File: src/rtl/uart_tx_arbiter.sv
`timescale 1ns / 1ps
// uart_tx_arbiter
// Shares one uart_tx transmitter between NUM_REQ byte requesters with round-robin
// arbitration.
//
// Flow per frame:
// - Latch the winner's byte.
// - Strobe uart_tx_dv_o for one cycle.
// - Wait for uart_tx_done_i, then pulse ack_o for the winner.
// - Wait for done to fall before going idle again.
//
// Optional feature: define UART_ARB_TIMEOUT_EN to add a frame watchdog. It aborts
// WAIT_DONE after TIMEOUT_CYCLES cycles, pulses timeout_err_o and does not ack.
//
// Ports:
//   clk             system clock, posedge
//   rst_n           asynchronous active-low reset
//   req_i           per-requester request, held with data stable until ack
//   req_data_i      byte of requester i on [8*i+7:8*i]
//   ack_o           one-cycle pulse, byte of requester i fully transmitted
//   grant_id_o      index of current/last granted requester
//   busy_o          high from grant until return to idle
//   uart_tx_dv_o    one-cycle start strobe to uart_tx
//   uart_data_o     byte to uart_tx, constant from grant to idle
//   uart_tx_done_i  done from uart_tx, high 2 cycles at end of frame
//   timeout_err_o   one-cycle pulse on watchdog expiry (0 when feature off)
module uart_tx_arbiter #(
  parameter int unsigned NUM_REQ        = 4,
  parameter logic [15:0] TIMEOUT_CYCLES = 16'd2000
) (
  input  logic                 clk,
  input  logic                 rst_n,
  input  logic [NUM_REQ-1:0]   req_i,
  input  logic [8*NUM_REQ-1:0] req_data_i,
  output logic [NUM_REQ-1:0]   ack_o,
  output logic [2:0]           grant_id_o,
  output logic                 busy_o,
  output logic                 uart_tx_dv_o,
  output logic [7:0]           uart_data_o,
  input  logic                 uart_tx_done_i,
  output logic                 timeout_err_o
);

  if (NUM_REQ < 2 || NUM_REQ > 8 || TIMEOUT_CYCLES < 16'd2) begin : g_param_check
    $fatal(1, "uart_tx_arbiter: NUM_REQ must be 2..8 and TIMEOUT_CYCLES at least 2");
  end

  typedef enum logic [1:0] {StIdle, StIssue, StWaitDone, StRelease} state_e;

  state_e             state_q, state_d;
  logic [2:0]         rr_ptr_q, rr_ptr_d;
  logic [2:0]         grant_id_q, grant_id_d;
  logic [NUM_REQ-1:0] ack_q, ack_d;
  logic               busy_q, busy_d;
  logic               tx_dv_q, tx_dv_d;
  logic [7:0]         data_q, data_d;

  // Round-robin search: scan from rr_ptr+1 upward with wrap, first set request wins.
  logic                 found;
  logic [2:0]           winner;
  logic [7:0]           win_data;
  int unsigned          idx;
  logic [NUM_REQ-1:0]   req_shift;
  logic [8*NUM_REQ-1:0] data_shift;

  always_comb begin
    found      = 1'b0;
    winner     = '0;
    win_data   = '0;
    idx        = '0;
    req_shift  = '0;
    data_shift = '0;
    for (int unsigned off = 1; off <= NUM_REQ; off++) begin
      idx        = ({29'd0, rr_ptr_q} + off) % NUM_REQ;
      req_shift  = req_i >> idx;
      data_shift = req_data_i >> (8 * idx);
      if (!found && req_shift[0]) begin
        found    = 1'b1;
        winner   = idx[2:0];
        win_data = data_shift[7:0];
      end
    end
  end

`ifdef UART_ARB_TIMEOUT_EN
  logic [15:0] cnt_q, cnt_d;
  logic        timeout_q, timeout_d;
`endif

  always_comb begin
    state_d    = state_q;
    rr_ptr_d   = rr_ptr_q;
    grant_id_d = grant_id_q;
    ack_d      = '0;
    busy_d     = busy_q;
    tx_dv_d    = 1'b0;
    data_d     = data_q;
`ifdef UART_ARB_TIMEOUT_EN
    cnt_d      = cnt_q;
    timeout_d  = 1'b0;
`endif
    unique case (state_q)
      StIdle: begin
        // A done still high belongs to a previous frame; wait for it to fall.
        if (found && !uart_tx_done_i) begin
          grant_id_d = winner;
          rr_ptr_d   = winner;
          data_d     = win_data;
          tx_dv_d    = 1'b1;
          busy_d     = 1'b1;
          state_d    = StIssue;
        end
      end
      StIssue: begin
        // Done is deliberately not sampled here.
        state_d = StWaitDone;
`ifdef UART_ARB_TIMEOUT_EN
        cnt_d   = '0;
`endif
      end
      StWaitDone: begin
        if (uart_tx_done_i) begin
          ack_d   = NUM_REQ'(1) << grant_id_q;
          state_d = StRelease;
`ifdef UART_ARB_TIMEOUT_EN
        end else if (cnt_q == TIMEOUT_CYCLES - 16'd1) begin
          // rr_ptr stays on the winner so it retries only after the others.
          timeout_d = 1'b1;
          state_d   = StRelease;
        end else begin
          cnt_d = cnt_q + 16'd1;
`endif
        end
      end
      StRelease: begin
        if (!uart_tx_done_i) begin
          busy_d  = 1'b0;
          state_d = StIdle;
        end
      end
      default: state_d = StIdle;
    endcase
  end

  always_ff @(posedge clk or negedge rst_n) begin
    if (!rst_n) begin
      state_q    <= StIdle;
      rr_ptr_q   <= 3'(NUM_REQ - 1);
      grant_id_q <= '0;
      ack_q      <= '0;
      busy_q     <= 1'b0;
      tx_dv_q    <= 1'b0;
      data_q     <= '0;
    end else begin
      state_q    <= state_d;
      rr_ptr_q   <= rr_ptr_d;
      grant_id_q <= grant_id_d;
      ack_q      <= ack_d;
      busy_q     <= busy_d;
      tx_dv_q    <= tx_dv_d;
      data_q     <= data_d;
    end
  end

`ifdef UART_ARB_TIMEOUT_EN
  always_ff @(posedge clk or negedge rst_n) begin
    if (!rst_n) begin
      cnt_q     <= '0;
      timeout_q <= 1'b0;
    end else begin
      cnt_q     <= cnt_d;
      timeout_q <= timeout_d;
    end
  end

  assign timeout_err_o = timeout_q;
`else
  assign timeout_err_o = 1'b0;
`endif

  assign ack_o        = ack_q;
  assign grant_id_o   = grant_id_q;
  assign busy_o       = busy_q;
  assign uart_tx_dv_o = tx_dv_q;
  assign uart_data_o  = data_q;

endmodule

File: config.mk
export PLATFORM = sky130hd
export DESIGN_NAME = uart_tx_arbiter
export DESIGN_NICKNAME = d
export VERILOG_FILES = /design/src/rtl/uart_tx_arbiter.sv
export SDC_FILE = /design/constraint.sdc
export NUM_CORES = 1
export LEC_CHECK = 0
export BUFFER_PORTS_ARGS = -buffer_cell sky130_fd_sc_hd__buf_2
export CAP_MARGIN = 0
export CORE_ASPECT_RATIO = 0.9
export CORE_MARGIN = 2
export CORE_UTILIZATION = 30
export CTS_CLUSTER_DIAMETER = 100
export DETAILED_ROUTE_END_ITERATION = 7
export SYNTH_ARGS = -nofsm -noshare
export SYNTH_HDL_FRONTEND = slang
export SYNTH_SLANG_ARGS = --single-unit
File: constraint.sdc
create_clock -name clk -period 5.05 [get_ports clk]
set_clock_uncertainty 0.1 [all_clocks]
set_input_delay 1.01 -clock clk [delete_from_list [all_inputs] [get_ports clk]]
set_output_delay 1.01 -clock clk [all_outputs]
set_load 0.05 [all_outputs]
# Yosys cells after proc, flatten, opt, wreduce, memory -nomap -nowiden
# Cells that the tools add are included.
classes:
  n_addsub: 4
  eq_ne: 6
  shifts: 9
  n_mux: 23
  reduce_logical: 13
op_table:
  columns: ["operator", "count"]
  rows:
  - ["$shr A32 B5 Y8", 4]
  - ["$mux W8", 4]
  - ["$shr A4 B2 Y1", 4]
  - ["$mux W2", 5]
  - ["$mux W1", 8]
  - ["$mux W4", 2]
  - ["$pmux W2 S4", 1]
  - ["$mux W3", 2]
  - ["$ne A2 B2 Y1 const B", 3]
  - ["$reduce_and A3 Y1", 2]
  - ["$add A2 B1 Y2 const B", 2]
  - ["$add A2 B2 Y2 const B", 2]
  - ["$eq A2 B2 Y1 const B", 2]
  - ["$logic_and A1 B1 Y1", 4]
  - ["$logic_not A1 Y1", 4]
  - ["$shl A1 B3 Y4 const A", 1]
  - ["$eq A2 B1 Y1 const B", 1]
  - ["$logic_not A2 Y1", 1]
  - ["$pmux W1 S2", 1]
  - ["$reduce_and A2 Y1", 1]
  - ["$reduce_bool A2 Y1", 1]
word_totals:
  reg_bits: 21
  in_bits: 39
  output_inout_bits: 18
  wordCells: 62

# Longest topological paths before layout
# Gate-level depths: netlist of the first run.
depth:
  depth_word: 15
  depth_mapped: 8
  depth_no_buf: 7

# Least setup slack after synthesis of the first run
# Ideal clock, no wire load.
synth_timing:
  path_type: "input-to-reg"
  start: "in req_i[2]"
  end: "reg data_q[5], in the netlist uart_data_o[5]"
  t_arrival_ns: 2.150
  required_ns: 4.829
  slack_ns: 2.679
  path_stages: 6
  path_buffers: 1
  path_cell_list: "buf_2 > nor4bb_1 > o21ai_2 > o32ai_1 > a311o_1 > o22a_1"
synth_via:
  elab_chain_len: 13
  word_cells_on_any_way: 20
  cone_classes: "4 x shift; 8 x mux; 8 x reduce/logical"
synth_lines:
  columns: ["element", "line_no", "rtl"]
  rows:
  - ["start: declaration", "33", "input logic [NUM_REQ-1:0] req_i,"]
  - ["$shr A4 B2 Y1", "75", "req_shift = req_i >> idx;"]
  - ["$mux W1", "77", "if (!found && req_shift[0]) begin"]
  - ["$logic_not A1 Y1", "77", null]
  - ["$logic_and A1 B1 Y1", "77", null]
  - ["$mux W1", "77", null]
  - ["$logic_not A1 Y1", "77", null]
  - ["$logic_and A1 B1 Y1", "77", null]
  - ["$mux W1", "77", null]
  - ["$logic_not A1 Y1", "77", null]
  - ["$logic_and A1 B1 Y1", "77", null]
  - ["$mux W1", "77", null]
  - ["$logic_and A1 B1 Y1", "105", "if (found && !uart_tx_done_i) begin"]
  - ["$reduce_and A2 Y1 (no source line)", null, null]
  - ["end signal: assignment", "161", "data_q <= data_d;"]
  - ["end: declaration", "56", "logic [7:0] data_q, data_d;"]
# Parallel ways exist; a longest one is shown, timed or not.
# A chain may end at the register's enable or synchronous reset.

# Final worst setup path of the first run
layout_timing:
  start: "reg rr_ptr_q[0]"
  end: "reg data_q[0], in the netlist uart_data_o[0]"
layout_via:
  elab_chain_len: 14
  word_cells_on_any_way: 28
  cone_classes: "4 x add/sub; 8 x shift; 8 x mux; 8 x reduce/logical"
layout_lines:
  columns: ["element", "line_no", "rtl"]
  rows:
  - ["start: declaration", "51", "logic [2:0] rr_ptr_q, rr_ptr_d;"]
  - ["start signal: assignment", "148", "rr_ptr_q <= 3'(NUM_REQ - 1);"]
  - ["start signal: assignment", "156", "rr_ptr_q <= rr_ptr_d;"]
  - ["$add A2 B1 Y2", "74", "idx = ({29'd0, rr_ptr_q} + off) % NUM_REQ;"]
  - ["$shr A4 B2 Y1", "75", null]
  - ["$mux W1", "77", null]
  - ["$logic_not A1 Y1", "77", null]
  - ["$logic_and A1 B1 Y1", "77", null]
  - ["$mux W1", "77", null]
  - ["$logic_not A1 Y1", "77", null]
  - ["$logic_and A1 B1 Y1", "77", null]
  - ["$mux W1", "77", null]
  - ["$logic_not A1 Y1", "77", null]
  - ["$logic_and A1 B1 Y1", "77", null]
  - ["$mux W1", "77", null]
  - ["$logic_and A1 B1 Y1", "105", null]
  - ["$reduce_and A2 Y1 (no source line)", null, null]
# Parallel ways exist; a longest one is shown, timed or not.

==> impl_metrics.ini, run 1 <==
[routing]
antenna_left = 0
vias = 1777
drtIter0Drc = 194
drc_errors = 0
wl_per_cell_um = 14.9
firstDrtPassIters = 4
wl_um = 4990
vias_per_cell = 5.32

[die]
ioPinCount = 57
fp.dieH_um = 79.3
dieArea_um2 = 6950
start_util_pct = 30.9
fp.dieW_um = 87.7
fp-row-count = 27
core_um2 = 6110

[critical_path]
path_cells = clkinv_1 -> nor3_1 -> a21oi_4 -> a211oi_1 -> o32a_1
critPathArrivalTime_ns = 2.82
crit_path_start_kind = register
crit_slowest_cell = dfstp_2
path_max_fanout = 27
path_class = reg -> reg
cp_slowest_stage_delay_ns = 0.84
worstPathRequired_ns = 5.14
worst_setup_path_end_kind = register

[synthesis]
yosys_warnings = 0
synthDistinctLibCells = 51
yosysSeqAreaShare_pct = 26.6
ys.flop_type = dfrtp_1
synthCells = 207
synth_area_um2 = 1890
yosys-top-cells-area = dfrtp_1, mux2i_1, a211oi_1, o32a_1, mux2_2
synth_top_area_share_pct = 23.8
yosys.area.top_type = dfrtp_1
ys_ff_latch = 20
synthArstFlopShare_pct = 100
synth_edf_count = 0
syn_avg_cell_area_um2 = 9.13

[placed_design]
port_buffers = 54
place_inst = 331
gp_congestion = 0.764
hpwl_um = 3660

[layout]
antenna_cells = 0
num-fill-cells = 638
area_growth_pct = 16.1
fin_nets = 292
drive_gt1_share_pct = 30.0
instances_no_fill = 334

[timing]
tns_ns = 0
setup_viol = 0
hold_viol_final = 0
worstMarginPinSlew_ns = 0.714
period_share_pct = 53.9
hold_slack_ns = 0.404
rsz0062_at_grt = no
fmax_mhz = 367
min_period_ns = 2.72
slew_violations = 0
relSlewSlack_pct = 52.4

[clock_network]
numCtsBuffers = 3
cts_tree = built
path_clk_slew_ns = 0.07
post_cts_resized = 0
root_buffer = clkbuf_8
cts_max_path_buffers = 2
cts_sinks = 20
htree_levels = 1
insertion_delay_ns = 0.25
post_cts_buffers = 0
hold_buffers = 0

[global_routing]
overflow = 0
antenna_found_initial = 0
grt_max_degree = 36
grt.total_usage_pct = 14.5
grt_pass1_vias = 1664
grt_pass1_wl_um = 8150

[outcome]
outcome = completed

[pwr]
p_per_area_nw_per_um2 = 551
p_leak_uw = 0.000939
power_uw = 1210
peakVddDrop_mv = 0.188

[run]
drv_cap = 0

[worst_hold_path]
hp-class = reg -> reg
cell type report:
class                      count  area [um2]  share of cell area [%]
timing repair buffer          55         278                    12.6
multi-input combinational    161        1230                    56.2
sequential                    20         503                    22.9
tap                           87         109                    4.96
clock buffer                   3        41.3                    1.88
inverter                       8        30.0                    1.37
placed cells by master (no fill, tap or decap), drive strengths merged, types with 4 or more instances in the layout:
cell and count:
buf 55, mux2i 25, dfrtp 18, nor2 14, a211oi 13, nand2 11
a21oi 8, inv 7, o32a 7, o22ai 7, o21ai 7, mux2 7
nor2b 6, a22oi 5, nor3 4, o221ai 4, ha 4
path summary, 6_finish.rpt:
path                                     start             end  slack [ns]  depth (start not counted)
worst min register to register  uart_data_o[6]  uart_data_o[6]        0.40                          1
max in group asynchronous                rst_n     rr_ptr_q[1]        3.90                          1
worst max-delay path               rr_ptr_q[0]  uart_data_o[0]        2.33                          5
min in group asynchronous                rst_n        ack_o[3]        0.60                          1
worst max register to register     rr_ptr_q[0]  uart_data_o[0]        2.33                          5
worst min-delay path            uart_data_o[6]  uart_data_o[6]        0.40                          1
cells in the mapped netlist (all sizes together), types with 3 or more instances:
master  instances
mux2i          25
o21ai           7
o32a            7
nor3b           3
ha              4
o211ai          3
o22ai           7
nand2          11
mux2            7
a21o            3
buf            17
nor2b           6
a211oi         13
o221ai          4
a22oi           5
nand3           3
a31oi           3
inv             7
a21oi           8
dfrtp          18
nor3            4
nor2           14
cells by family (layout without fill, tap and decap cells):
| logic type | count (synthesis) | count (layout) | share of synthesized area (%) |
|---|---|---|---|
| adder cells (fa/ha/maj) | 4 | 4 | 2.65 |
| multiplexers | 32 | 32 | 17.6 |
| other | 1 | 2 | 0.198 |
| AND/OR/NAND/NOR | 51 | 51 | 14.9 |
| flip-flops | 20 | 20 | 26.6 |
| AO/OA/AOI/OAI | 72 | 72 | 29.8 |
| buffers and inverters | 27 | 66 | 8.27 |
per-stage QoR:
stage               area [um2]  worst slack [ns]  utilization [%]
floorplan                 1890              2.68                -
global placement          2150              2.26             35.2
detailed placement        2150              2.18             35.2
CTS                       2200              2.34             35.9
global route              2200              2.10             35.9
finish                    2200              2.33             35.9
sequential cells by signal, indices dropped and copies added (netlist names):
name          flops
ack_o             4
uart_data_o       8
uart_tx_dv_o      1
busy_o            1
rr_ptr_q          2
grant_id_o        2
state_q           2
worst max-delay path: cells and delay by family (launching register included):
kind                   cells  cell delay, ns
AO/OA/AOI/OAI              3            0.59
AND/OR/NAND/NOR            1            0.49
flip-flops                 1            0.84
buffers and inverters      1            0.63
layer usage:
metal  global-route usage (%)  part of all wire [%]  vias to the layer above
li1                         -                     -                      883
met1                     20.9                    48                      843
met2                     22.4                    46                       47
met3                     1.87                   4.6                        4
met4                     4.62                   1.3                        0
met5                        0                     0                        -
report_power, final:
| group | total (uW) | internal (uW) | switching, uW |
|---|---|---|---|
| Sequential | 349 | 235 | 114 |
| Clock | 102 | 53.0 | 49.3 |
| Combinational | 757 | 280 | 478 |
| Total | 1210 | 568 | 641 |
Note: power is estimated with default switching activity, not from simulation.
==> inputs of run 2 (changes only) <==
Clock period 5.05 ns to 2.7 ns, I/O delays scaled along.
==> run 2 against run 1 <==
Against the previous run: via count rose by 1.2%; power rose by 91%; combinational power rose by 100%; maximum frequency rose by 19%; non-clock buffer count rose by 6; clock power rose by 90%; critical path type unchanged; largest power group unchanged; highest routed layer unchanged.
==> impl_metrics.ini, run 2 (synthesis gave the netlist of run 1 again) <==
[clock_network]
hold_buffers = 0
cts_max_path_buffers = 2
path_clk_slew_ns = 0.07
cts_tree = built
post_cts_resized = 0
cts_sinks = 20
root_buffer = clkbuf_8
numCtsBuffers = 3
htree_levels = 1
post_cts_buffers = 0
insertion_delay_ns = 0.25

[die]
fp-row-count = 27
fp.dieH_um = 79.3
start_util_pct = 30.9
fp.dieW_um = 87.7
core_um2 = 6110
ioPinCount = 57
dieArea_um2 = 6950

[critical_path]
cp_slowest_stage_delay_ns = 0.67
crit_path_start_kind = register
path_buf_inv = 1
worstPathRequired_ns = 2.75
crit_slowest_cell = dfstp_2
worst_setup_path_end_kind = register
rr_startpoint = rr_ptr_q[1]
critPathArrivalTime_ns = 2.34
crit_path_start = rr_ptr_q[1]
cp_top_family = compound AO/OA/AOI/OAI gates
path_max_fanout = 14
path_cells = buf_4 -> nor2b_1 -> o21ai_0 -> nand2_1 -> a311o_1 -> o22a_1
path_class = reg -> reg

[worst_hold_path]
hp-class = in -> async

[routing]
antenna_left = 0
drtIter0Drc = 108
wl_per_cell_um = 14.7
vias_per_cell = 5.29
firstDrtPassIters = 4
drc_errors = 0
wl_um = 5000
vias = 1798

[layout]
fin_util_pct = 36.6
fin_area_um2 = 2240
fin_nets = 298
area_growth_pct = 18.5
drive_gt1_share_pct = 31.6
mostFrequentLayoutCells = buf_2, mux2i_1, dfrtp_1, nor2_1, a211oi_1
antenna_cells = 0
largest_reg_flops = 8
layout_commonest_cell = buf_2

[global_routing]
grt_max_degree = 21
overflow = 0
antenna_found_initial = 0
grt.total_usage_pct = 14.6
grt_pass1_wl_um = 8080
grt_pass1_vias = 1620

[run]
drv_cap = 0

[timing]
relSlewSlack_pct = 64.3
finalWorstSetupSlack_ns = 0.410
slew_violations = 0
rsz0062_at_grt = no
fmax_mhz = 437
hold_viol_final = 0
period_share_pct = 84.8
setup_viol = 0
worstMarginPinSlew_ns = 0.535
tns_ns = 0
min_period_ns = 2.29

[pwr]
peakVddDrop_mv = 0.309
p_leak_uw = 0.000968
p_per_area_nw_per_um2 = 1030

[placed_design]
gp_congestion = 0.796
placed_cell_area_um2 = 2200
dpl_worst_slack_ns = 0.291
port_buffers = 54
hpwl_um = 3800

[outcome]
outcome = completed
[run 2: final timing paths]
kind / to / slack, ns / cells past startpoint
hold reg to reg: uart_data_o[6] / 0.41 / 1
min in group clk: uart_data_o[6] / 0.41 / 1
hold / removal: ack_o[0] / 0.13 / 1
max in group asynchronous: rr_ptr_q[0] / 2.02 / 1
setup / recovery: uart_data_o[5] / 0.41 / 6
setup reg to reg: uart_data_o[5] / 0.41 / 6
[run 2: power breakdown]
part / switching [uW] / leakage (uW) / total (uW) / internal [uW]
clock: 94.5 / 0.0000216 / 194 / 99.2
sequential: 128 / 0.000241 / 566 / 438
combinational: 983 / 0.000706 / 1550 / 571
[run 2: metal layers]
metal	vias up	global-route usage, %	share of wire (%)
li1	892	-	-
met1	846	21.0	47
met2	56	22.3	47
met3	4	2.08	4.8
met4	0	4.77	0.96
met5	-	0	0
[run 2: metrics by stage]
stage               cells  power (uW)  hold WS (ns)
floorplan             208        1800         0.144
global placement      337        2110         0.387
detailed placement    337        2130         0.391
CTS                   340        2330         0.141
global route          340        2500         0.160
finish                340        2310         0.132
[run 2: cell type report]
| class | count | area [um2] |
|---|---|---|
| timing repair buffer | 61 | 323 |
| fill | 642 | 3870 |
| tap | 87 | 109 |
| sequential | 20 | 503 |
| multi-input combinational | 161 | 1230 |
| inverter | 8 | 30.0 |
| clock buffer | 3 | 41.3 |
==> inputs of run 3 (changes only) <==
Clock period 2.7 ns to 2 ns, I/O delays scaled along.
==> run 3 against run 2 <==
Against the previous run: sequential share of layout area is 2.6 points lower; worst setup slack worse by 0.42 ns; the flow now finishes with violations (hold timing, setup timing); largest cell class unchanged; critical path depth is 1 higher; clock-buffer cell count stayed put; wire length is 11% higher.
==> impl_metrics.ini, run 3 (synthesis gave the netlist of run 1 again) <==
[outcome]
outcome = finished with violations
failed_checks = hold timing, setup timing

[run]
drv_cap = 0

[die]
core_um2 = 6110
ioPinCount = 57
dieArea_um2 = 6950
fp.dieW_um = 87.7
fp-row-count = 27
start_util_pct = 30.9
fp.dieH_um = 79.3

[critical_path]
crit_slowest_cell = dfstp_2
worstPathRequired_ns = 2.08
crit_path_start_kind = register
worst_r2r_endpoint = uart_data_o[7]
critPathArrivalTime_ns = 2.09
path_max_fanout = 7
worst_setup_path_end_kind = register
reg2reg_slack_ns = -0.006
cpMostUsedCell = buf_6
rr_startpoint = rr_ptr_q[1]
cp_slowest_stage_delay_ns = 0.64
ff2ff_path_depth = 7
path_class = reg -> reg
path_cells = buf_6 -> nor3b_2 -> a22o_1 -> a21oi_4 -> buf_6 -> a2111o_1 -> o211ai_1

[layout]
antenna_cells = 0
instances_no_fill = 364
largest_reg_flops = 8
num-fill-cells = 612
layout_commonest_cell = buf_2
fin_nets = 321
seqCellArea_um2 = 503
multi_input_area_um2 = 1310
mostFrequentLayoutCells = buf_2, buf_4, mux2i_1, dfrtp_1, nor2_1
drive_gt1_share_pct = 41.9
area_growth_pct = 34.1

[placed_design]
gp_congestion = 0.821
hpwl_um = 3990
place_inst = 354
dpl_worst_slack_ns = -0.0299
port_buffers = 54

[routing]
vias_per_cell = 5.39
drc_errors = 0
wl_um = 5550
vias = 1961
antenna_left = 0
wl_per_cell_um = 15.3
drtIter0Drc = 238
firstDrtPassIters = 4

[timing]
rsz0062_at_grt = yes
hold_slack_ns = -0.0205
finalWorstSetupSlack_ns = -0.00646
hold_viol_final = 18
relSlewSlack_pct = 64.2
min_period_ns = 2.01
fmax_mhz = 498
setup_viol = 1
worstMarginPinSlew_ns = 0.535
slew_violations = 0
period_share_pct = 100

[clock_network]
root_buffer = clkbuf_8
hold_buffers = 0
cts_max_path_buffers = 2
numCtsBuffers = 3
cts_tree = built
htree_levels = 1
path_clk_slew_ns = 0.09
cts_sinks = 20
insertion_delay_ns = 0.26

[global_routing]
grt_max_degree = 21
antenna_found_initial = 0
use_met3_pct = 2.39
grt.total_usage_pct = 15.2
grtUsageMet1_pct = 20.7
top_usage_layer = met2
grt_pass1_wl_um = 8500
gr-usage-met2_pct = 24.4
grt_pass1_vias = 1798
overflow = 0

[pwr]
p_per_area_nw_per_um2 = 1420
p_leak_uw = 0.00111
peakVddDrop_mv = 0.514

[worst_hold_path]
hp-class = in -> async
-- run 3: what timing repair did --
item | CTS | global route
setup buffers | 1 | 6
cloned | 0 | 0
pin swaps | 1 | 7
setup endpoints to repair | 6 | 8
resized for setup | 4 | 18
-- run 3: where the power goes --
part / total (uW) / switching (uW) / internal (uW)
clock: 423 / 155 / 267
sequential: 728 / 139 / 589
combinational: 2460 / 1480 / 973
total: 3610 / 1780 / 1830
-- run 3: final cells by class --
| type | count | share of cell area [%] |
|---|---|---|
| repair buffers | 84 | 20.3 |
| clock buffers | 3 | 1.63 |
| multi-input cells | 161 | 51.6 |
| clock inverters | 1 | 1.18 |
| well taps | 87 | 4.29 |
| flip-flops and latches | 20 | 19.8 |
| inverters | 8 | 1.18 |
-- run 3: routing by layer --
layer	routed length, um	part of all wire (%)
met1	2480	45
met2	2720	49
met3	296	5.3
met4	60	1.1
met5	0	0
-- run 3: through the flow --
step	hold slack, ns	power (uW)	utilization (%)	instance area (um2)	setup TNS [ns]
3_5_place_dp	0.304	3010	38.3	2340	-0.0931
4_1_cts	0.0109	3470	39.7	2430	-0.00493
3_3_place_gp	0.293	2970	38.3	2340	0
5_1_grt	0.0186	3850	41.5	2540	-0.209
2_1_floorplan	0.00441	2430	-	1890	0
6_report	-0.0205	3610	41.5	2540	-0.00646
-- run 3: worst max path at each step --
stage                      startpoint             end  slack (ns)  cells after the start
after global routing      rr_ptr_q[1]  uart_data_o[7]       -0.06                      7
final                     rr_ptr_q[1]  uart_data_o[7]      -0.006                      7
after CTS                 rr_ptr_q[1]  uart_data_o[2]      -0.005                      6
after global placement       req_i[0]  uart_data_o[6]        0.01                      6
after detailed placement     req_i[0]  uart_data_o[2]       -0.03                      6
after floorplan           rr_ptr_q[1]  uart_data_o[0]        0.06                      6
-- run 3: critical path: cells and delay by family (launching register included) --
family	cells	cell delay [ns]
AOI/OAI and AO/OA	4	0.72
and+or+nand+nor	1	0.18
buffers and inverters	2	0.28
DFF	1	0.64
